$ cat config.mk
export PLATFORM = sky130hd
export DESIGN_NAME = psum_acc_quant
export DESIGN_NICKNAME = d
export VERILOG_FILES = /design/src/rtl/psum_acc_quant.sv
export SDC_FILE = /design/constraint.sdc
export NUM_CORES = 1
export LEC_CHECK = 0
export ABC_CLOCK_PERIOD_IN_PS = 6500
export CAP_MARGIN = 10
export CORE_AREA = 2 2 157 159
export DETAILED_ROUTE_END_ITERATION = 12
export DIE_AREA = 0 0 159 161
export PLACE_DENSITY_LB_ADDON = 0.15
export SLEW_MARGIN = 20
export SYNTH_ARGS = -nofsm -noshare
export SYNTH_HDL_FRONTEND = slang
export SYNTH_SLANG_ARGS = --single-unit
export TNS_END_PERCENT = 1
$ cat constraint.sdc
create_clock -name clk -period 6.5 [get_ports clk]
set_input_delay 1.3 -clock clk [delete_from_list [all_inputs] [get_ports clk]]
set_output_delay 1.3 -clock clk [all_outputs]
set_load 0.05 [all_outputs]
$ cat src/rtl/psum_acc_quant.sv
// Adder-tree back end: tracks valid through the 3-stage tree, accumulates psums per group,
// adds bias, shifts, saturates, and drives pipe_en from output backpressure. Optional ReLU: PSUM_ACC_RELU_EN.
module psum_acc_quant #(
    parameter int PSUM_WIDTH = 32,
    parameter int ACC_WIDTH  = 40,
    parameter int BIAS_WIDTH = 32,
    parameter int OUT_WIDTH  = 8,
    parameter int CNT_WIDTH  = 8
) (
    input  logic                         clk,
    input  logic                         rst_n,
    input  logic                         in_vld,
    input  logic signed [PSUM_WIDTH-1:0] psum,
    output logic                         pipe_en,
    input  logic        [CNT_WIDTH-1:0]  cfg_tiles,
    input  logic        [5:0]            cfg_shift,
    input  logic signed [BIAS_WIDTH-1:0] bias,
    output logic                         out_vld,
    input  logic                         out_rdy,
    output logic signed [OUT_WIDTH-1:0]  out_data,
    output logic                         busy
);

    localparam logic signed [ACC_WIDTH-1:0] SAT_HI = ACC_WIDTH'(2**(OUT_WIDTH-1) - 1);
`ifdef PSUM_ACC_RELU_EN
    localparam logic signed [ACC_WIDTH-1:0] SAT_LO = '0;
`else
    localparam logic signed [ACC_WIDTH-1:0] SAT_LO = ACC_WIDTH'(-(2**(OUT_WIDTH-1)));
`endif

    logic [2:0]                   vld_pipe_q, vld_pipe_d;
    logic [CNT_WIDTH-1:0]         tile_cnt_q, tile_cnt_d;
    logic signed [ACC_WIDTH-1:0]  acc_q, acc_d;
    logic                         out_vld_q, out_vld_d;
    logic signed [OUT_WIDTH-1:0]  out_data_q, out_data_d;

    logic                         consume;
    logic                         first;
    logic                         last;
    logic [CNT_WIDTH-1:0]         tiles_eff;
    logic signed [ACC_WIDTH-1:0]  psum_ext;
    logic signed [ACC_WIDTH-1:0]  bias_ext;
    logic signed [ACC_WIDTH-1:0]  acc_n;
    logic signed [ACC_WIDTH-1:0]  shifted;

    // A stalled output beat freezes the whole tree, so nothing upstream can overrun it.
    assign pipe_en   = !(out_vld_q && !out_rdy);
    assign consume   = vld_pipe_q[2] && pipe_en;
    assign tiles_eff = (cfg_tiles == '0) ? CNT_WIDTH'(1) : cfg_tiles;
    assign first     = (tile_cnt_q == '0);
    assign last      = (tile_cnt_q == tiles_eff - CNT_WIDTH'(1));
    assign psum_ext  = ACC_WIDTH'(psum);
    assign bias_ext  = ACC_WIDTH'(bias);
    assign acc_n     = first ? (psum_ext + bias_ext) : (acc_q + psum_ext);
    assign shifted   = acc_n >>> cfg_shift;

    always_comb begin
        vld_pipe_d = vld_pipe_q;
        tile_cnt_d = tile_cnt_q;
        acc_d      = acc_q;
        out_vld_d  = out_vld_q;
        out_data_d = out_data_q;

        if (pipe_en) begin
            vld_pipe_d = {vld_pipe_q[1:0], in_vld};
        end

        if (consume) begin
            if (last) begin
                tile_cnt_d = '0;
                acc_d      = '0;
            end else begin
                tile_cnt_d = tile_cnt_q + CNT_WIDTH'(1);
                acc_d      = acc_n;
            end
        end

        // A final consume may land in the same cycle the previous beat drains.
        if (consume && last) begin
            out_vld_d = 1'b1;
            if (shifted > SAT_HI) begin
                out_data_d = SAT_HI[OUT_WIDTH-1:0];
            end else if (shifted < SAT_LO) begin
                out_data_d = SAT_LO[OUT_WIDTH-1:0];
            end else begin
                out_data_d = shifted[OUT_WIDTH-1:0];
            end
        end else if (out_rdy) begin
            out_vld_d = 1'b0;
        end
    end

    always_ff @(posedge clk) begin
        if (!rst_n) begin
            vld_pipe_q <= '0;
            tile_cnt_q <= '0;
            acc_q      <= '0;
            out_vld_q  <= 1'b0;
            out_data_q <= '0;
        end else begin
            vld_pipe_q <= vld_pipe_d;
            tile_cnt_q <= tile_cnt_d;
            acc_q      <= acc_d;
            out_vld_q  <= out_vld_d;
            out_data_q <= out_data_d;
        end
    end

    assign out_vld  = out_vld_q;
    assign out_data = out_data_q;
    assign busy     = (|vld_pipe_q) || (tile_cnt_q != '0) || out_vld_q;

endmodule

## Yosys cells after proc, flatten, opt, wreduce, memory -nomap -nowiden

Index checks and enable logic that the tools add are counted.

- Add/sub/neg operators: 4
- $lt $le $gt $ge: 2
- Equal/unequal tests: 1
- Shift-type cells: 1
- Multiplexer cells: 8
- Reductions and logical operators: 12

Operators by type and width:

| kind | count |
|---|---|
| $mux W40 | 2 |
| $add A40 B32 Y40 | 1 |
| $gt A40 B8 Y1 const B | 1 |
| $lt A40 B8 Y1 const B | 1 |
| $sshr A40 B6 Y40 | 1 |
| $add A32 B32 Y33 | 1 |
| $mux W8 | 4 |
| $logic_not A8 Y1 | 2 |
| $add A8 B1 Y8 const B | 1 |
| $eq A8 B8 Y1 | 1 |
| $reduce_bool A8 Y1 | 1 |
| $sub A8 B1 Y8 const B | 1 |
| $logic_and A1 B1 Y1 | 3 |
| $reduce_or A3 Y1 | 1 |
| $logic_not A1 Y1 | 2 |
| $logic_or A1 B1 Y1 | 2 |
| $mux W1 | 2 |
| $reduce_bool A2 Y1 | 1 |

- Register bits: 60
- Input bits: 82
- Output and inout bits: 11
- Word-level logic and storage cells: 33

## Longest topological paths before layout

- Word-level depth: 6
- Depth in mapped cells: 21

## Worst setup path after synthesis

Ideal clock, no wire load.

- Path kind: input port to flip-flop
- Start: in psum[0]
- End: reg out_data_q[5] (netlist: out_data[5])
- Arrival: 5,431 ps
- Path slack: 937 ps
- Stages: 18
- Path buffers: 0
- Cells stage by stage: ha_1 -> inv_1 -> fa_1 -> nand2b_1 -> a21oi_1 -> o211ai_2 -> a2111o_1 -> a21oi_2 -> nor3_2 -> nor3_2 -> a211oi_1 -> or3_1 -> or3_1 -> o21ai_0 -> nor3_1 -> or4_1 -> a211oi_4 -> o32ai_1

- Longest elaborated chain between the ends: 6
- Elaborated cells between the ends (all ways): 8

RTL lines:

| item | RTL line | source |
|---|---|---|
| start: declaration | 13 | `input logic signed [PSUM_WIDTH-1:0] psum,` |
| $add A40 B32 Y40 / $add A32 B32 Y33 (equally long branches) | 54 | `assign acc_n = first ? (psum_ext + bias_ext) : (acc_q + psum_ext);` |
| $mux W40 * | 54 |  |
| $sshr A40 B6 Y40 * | 55 | `assign shifted = acc_n >>> cfg_shift;` |
| $lt A40 B8 Y1 | 83 | `end else if (shifted < SAT_LO) begin` |
| $mux W8 | 83 |  |
| $mux W8 * | 81 | `if (shifted > SAT_HI) begin` |
| end signal: assignment | 105 | `out_data_q <= out_data_d;` |
| end: declaration | 35 | `logic signed [OUT_WIDTH-1:0] out_data_q, out_data_d;` |

Mark *: on every way between the ends. The rest lies on a longest branch, timed or not.
A chain may end at the register's enable or synchronous reset.

## Final worst setup path

Same ends and word-level chain as after synthesis.

==> metrics.txt <==
outcome=finished clean; Power Density=150 nW/um^2; Inserted Clock Buffers=9; WP data required=6.72 ns; PortBufs=92; GR peak layer=met2; Mapped Cells=1726; area delta synth->final=31.8%; layout cell share with drive strength beyond 1=21.6%; Post-synth top cells=nand2_1, nor2_1, a21oi_1, o21ai_0, clkbuf_1; TritonRoute pass-1 iters=8; met3 GRT Util=7.01%; Worst-Skew Late Latency=0.36 ns; total gr overflow=0; Final Max Slew Viols=0; Distinct cells, synth=99; Die Width=159 um; Final Power=2.33 mW; H-tree levels=3; total track usage=41.1%; Nets=2199; Max Clk Rate=157 MHz; Placeable Area=24000 um^2; largest net degree at the start of global routing=51; die area=25600 um^2; Worst-path clk slew=0.06 ns; Worst Hold Margin=0.473 ns; CTS tree=built; type of destination of the critical path=register; Routed WL=54700 um; number of synthesized register bits=60; asr flop ratio synth=0%; Post-Synthesis Net Count=1884; n_diodes=0; synth warn=0; Worst Hold Class=register to register; DRC violations left=0; CP startpoint kind=primary input; synth top area cells=dfxtp_1, ha_1, a21oi_1; critical path fanouts, max=7; worst-margin pin slew=0.899 ns; I/O pin cnt=93; max-cap violation count=0; Peak VDD IR=118 uV; Post-DP HPWL=43400 um; Avg Vias per Cell=6.70; # fillers=2265; Post-synth top flop=dfxtp_1; Clock Sinks=60; final std cells w/o fill=2370; Post-synth EDFFs=0; initial drt markers=1893; CP arrival=6.61 ns; first-pass GRT wire length=83600 um; Worst Path Class, Setup=primary input to register; mapped cell area=11800 um^2; Lkg Pwr=6.29 nW; top cell type's share of synthesized area=10.2%; Starting Density=49.2%; Final Hold Fails=0; CTS Root Cell=clkbuf_16; site row count=57; post-synthesis sequential area ratio=10.2%; Vias=15900; endpoints failing setup=0; post-route ant nets=0; Final Skew=0.00971 ns; vias in the first global route=14900; M2 GR Usage=65.6%; Die Y=161 um; top-count cell post-synth=nand2_1; Mean Syn Cell Area=6.83 um^2; post-synth top area cell=dfxtp_1; Placed Instances=2352; GR Util met1=53.9%; final period utilization=98.2%; post-layout minimum cycle time=6.38 ns; gpl congestion=1.03; initial antenna violation count=0; Clock Path Buffers=2; Relative slew margins=40.0%; DR WL/cell=23.1 um
final cells by class:
| cell class | instances | area (um^2) | share of cell area (%) |
|---|---|---|---|
| timing repair buffer | 419 | 3370 | 21.7 |
| inverter | 32 | 120 | 0.773 |
| tap | 324 | 405 | 2.61 |
| clock inverter | 7 | 52.6 | 0.338 |
| multi-input combinational | 1519 | 10200 | 65.4 |
| clock buffer | 9 | 225 | 1.45 |
| sequential | 60 | 1200 | 7.73 |
final timing paths:
path	from	end	slack, ns	cells past startpoint
worst min-delay path	acc_q[18]$_SDFFE_PN0P_	acc_q[18]$_SDFFE_PN0P_	0.47	2
worst max-delay path	psum[0]	out_data[5]$_SDFFE_PN0P_	0.12	21
worst max register to register	tile_cnt_q[0]$_SDFFE_PN0P_	out_data[5]$_SDFFE_PN0P_	1.09	20
worst min register to register	acc_q[18]$_SDFFE_PN0P_	acc_q[18]$_SDFFE_PN0P_	0.47	2
critical path: stages:
cell and delay (ns):
clkdlybuf4s50_1 0.48, ha_1 0.19, inv_1 0.07, fa_1 0.40, nand2b_1 0.19, a21oi_1 0.17
buf_4 0.18, o211ai_4 0.16, a2111o_1 0.49, a21oi_2 0.15, buf_4 0.17, nor3_4 0.06
nor4_1 0.36, nor4_1 0.13, or3_1 0.46, o21a_1 0.21, o41a_1 0.33, or4_1 0.58
a211oi_4 0.23, buf_4 0.19, o32ai_1 0.10
through the flow:
step / setup WS, ns / instance area, um^2 / setup TNS, ns / util [%]
after floorplan: 0.937 / 11800 / 0 / -
after global placement: -0.308 / 15100 / -1.98 / 63.0
after detailed placement: -0.334 / 15100 / -2.24 / 63.0
after CTS: 0.00817 / 15400 / 0 / 64.1
after global routing: -0.0143 / 15500 / -0.0176 / 64.9
final: 0.119 / 15500 / 0 / 64.9
state kept, by name, indices dropped and copies added, names as in the netlist:
register	count
out_vld	1
out_data	8
acc_q	40
vld_pipe_q	3
tile_cnt_q	8
timing repair:
item	CTS	global route
buffers inserted	0	2
hold buffers	0	0
setup endpoints to repair	0	7
resized for setup	0	36
per-layer routing:
metal,vias to the layer above,routed length (um)
met4,0,3110
met5,-,0
met1,7374,22400
met2,1018,23800
li1,7265,-
met3,216,5320
cell usage in the layout (no fill, tap or decap), drive strengths merged, types with 20 or more instances in the layout:
cell type	n
o21a	21
clkdlybuf4s50	91
a21oi	158
or3	25
mux2i	41
o211ai	37
a211oi	29
buf	328
nor2	167
a21boi	30
o21ai	128
dfxtp	60
ha	74
inv	31
nand2	186
nand4	49
mux2	20
a21o	28
nor3	48
xor2	26
xnor2	31
nor2b	20
nand3	65
cells by family after synthesis:
| family | after synthesis | synth area share, % |
|---|---|---|
| buf+inv | 147 | 5.04 |
| xor+xnor | 57 | 4.23 |
| fa+ha+maj | 76 | 8.19 |
| mux | 72 | 7.49 |
| flops | 60 | 10.2 |
| simple gates | 674 | 27.9 |
| compound gates | 640 | 36.9 |
power breakdown:
part           switching [mW]  total, mW  internal [mW]
logic                   0.820       1.46          0.640
registers             0.00666      0.383          0.376
clock network           0.225      0.485          0.261
total                    1.05       2.33           1.28
(Power assumes the default switching activity.)
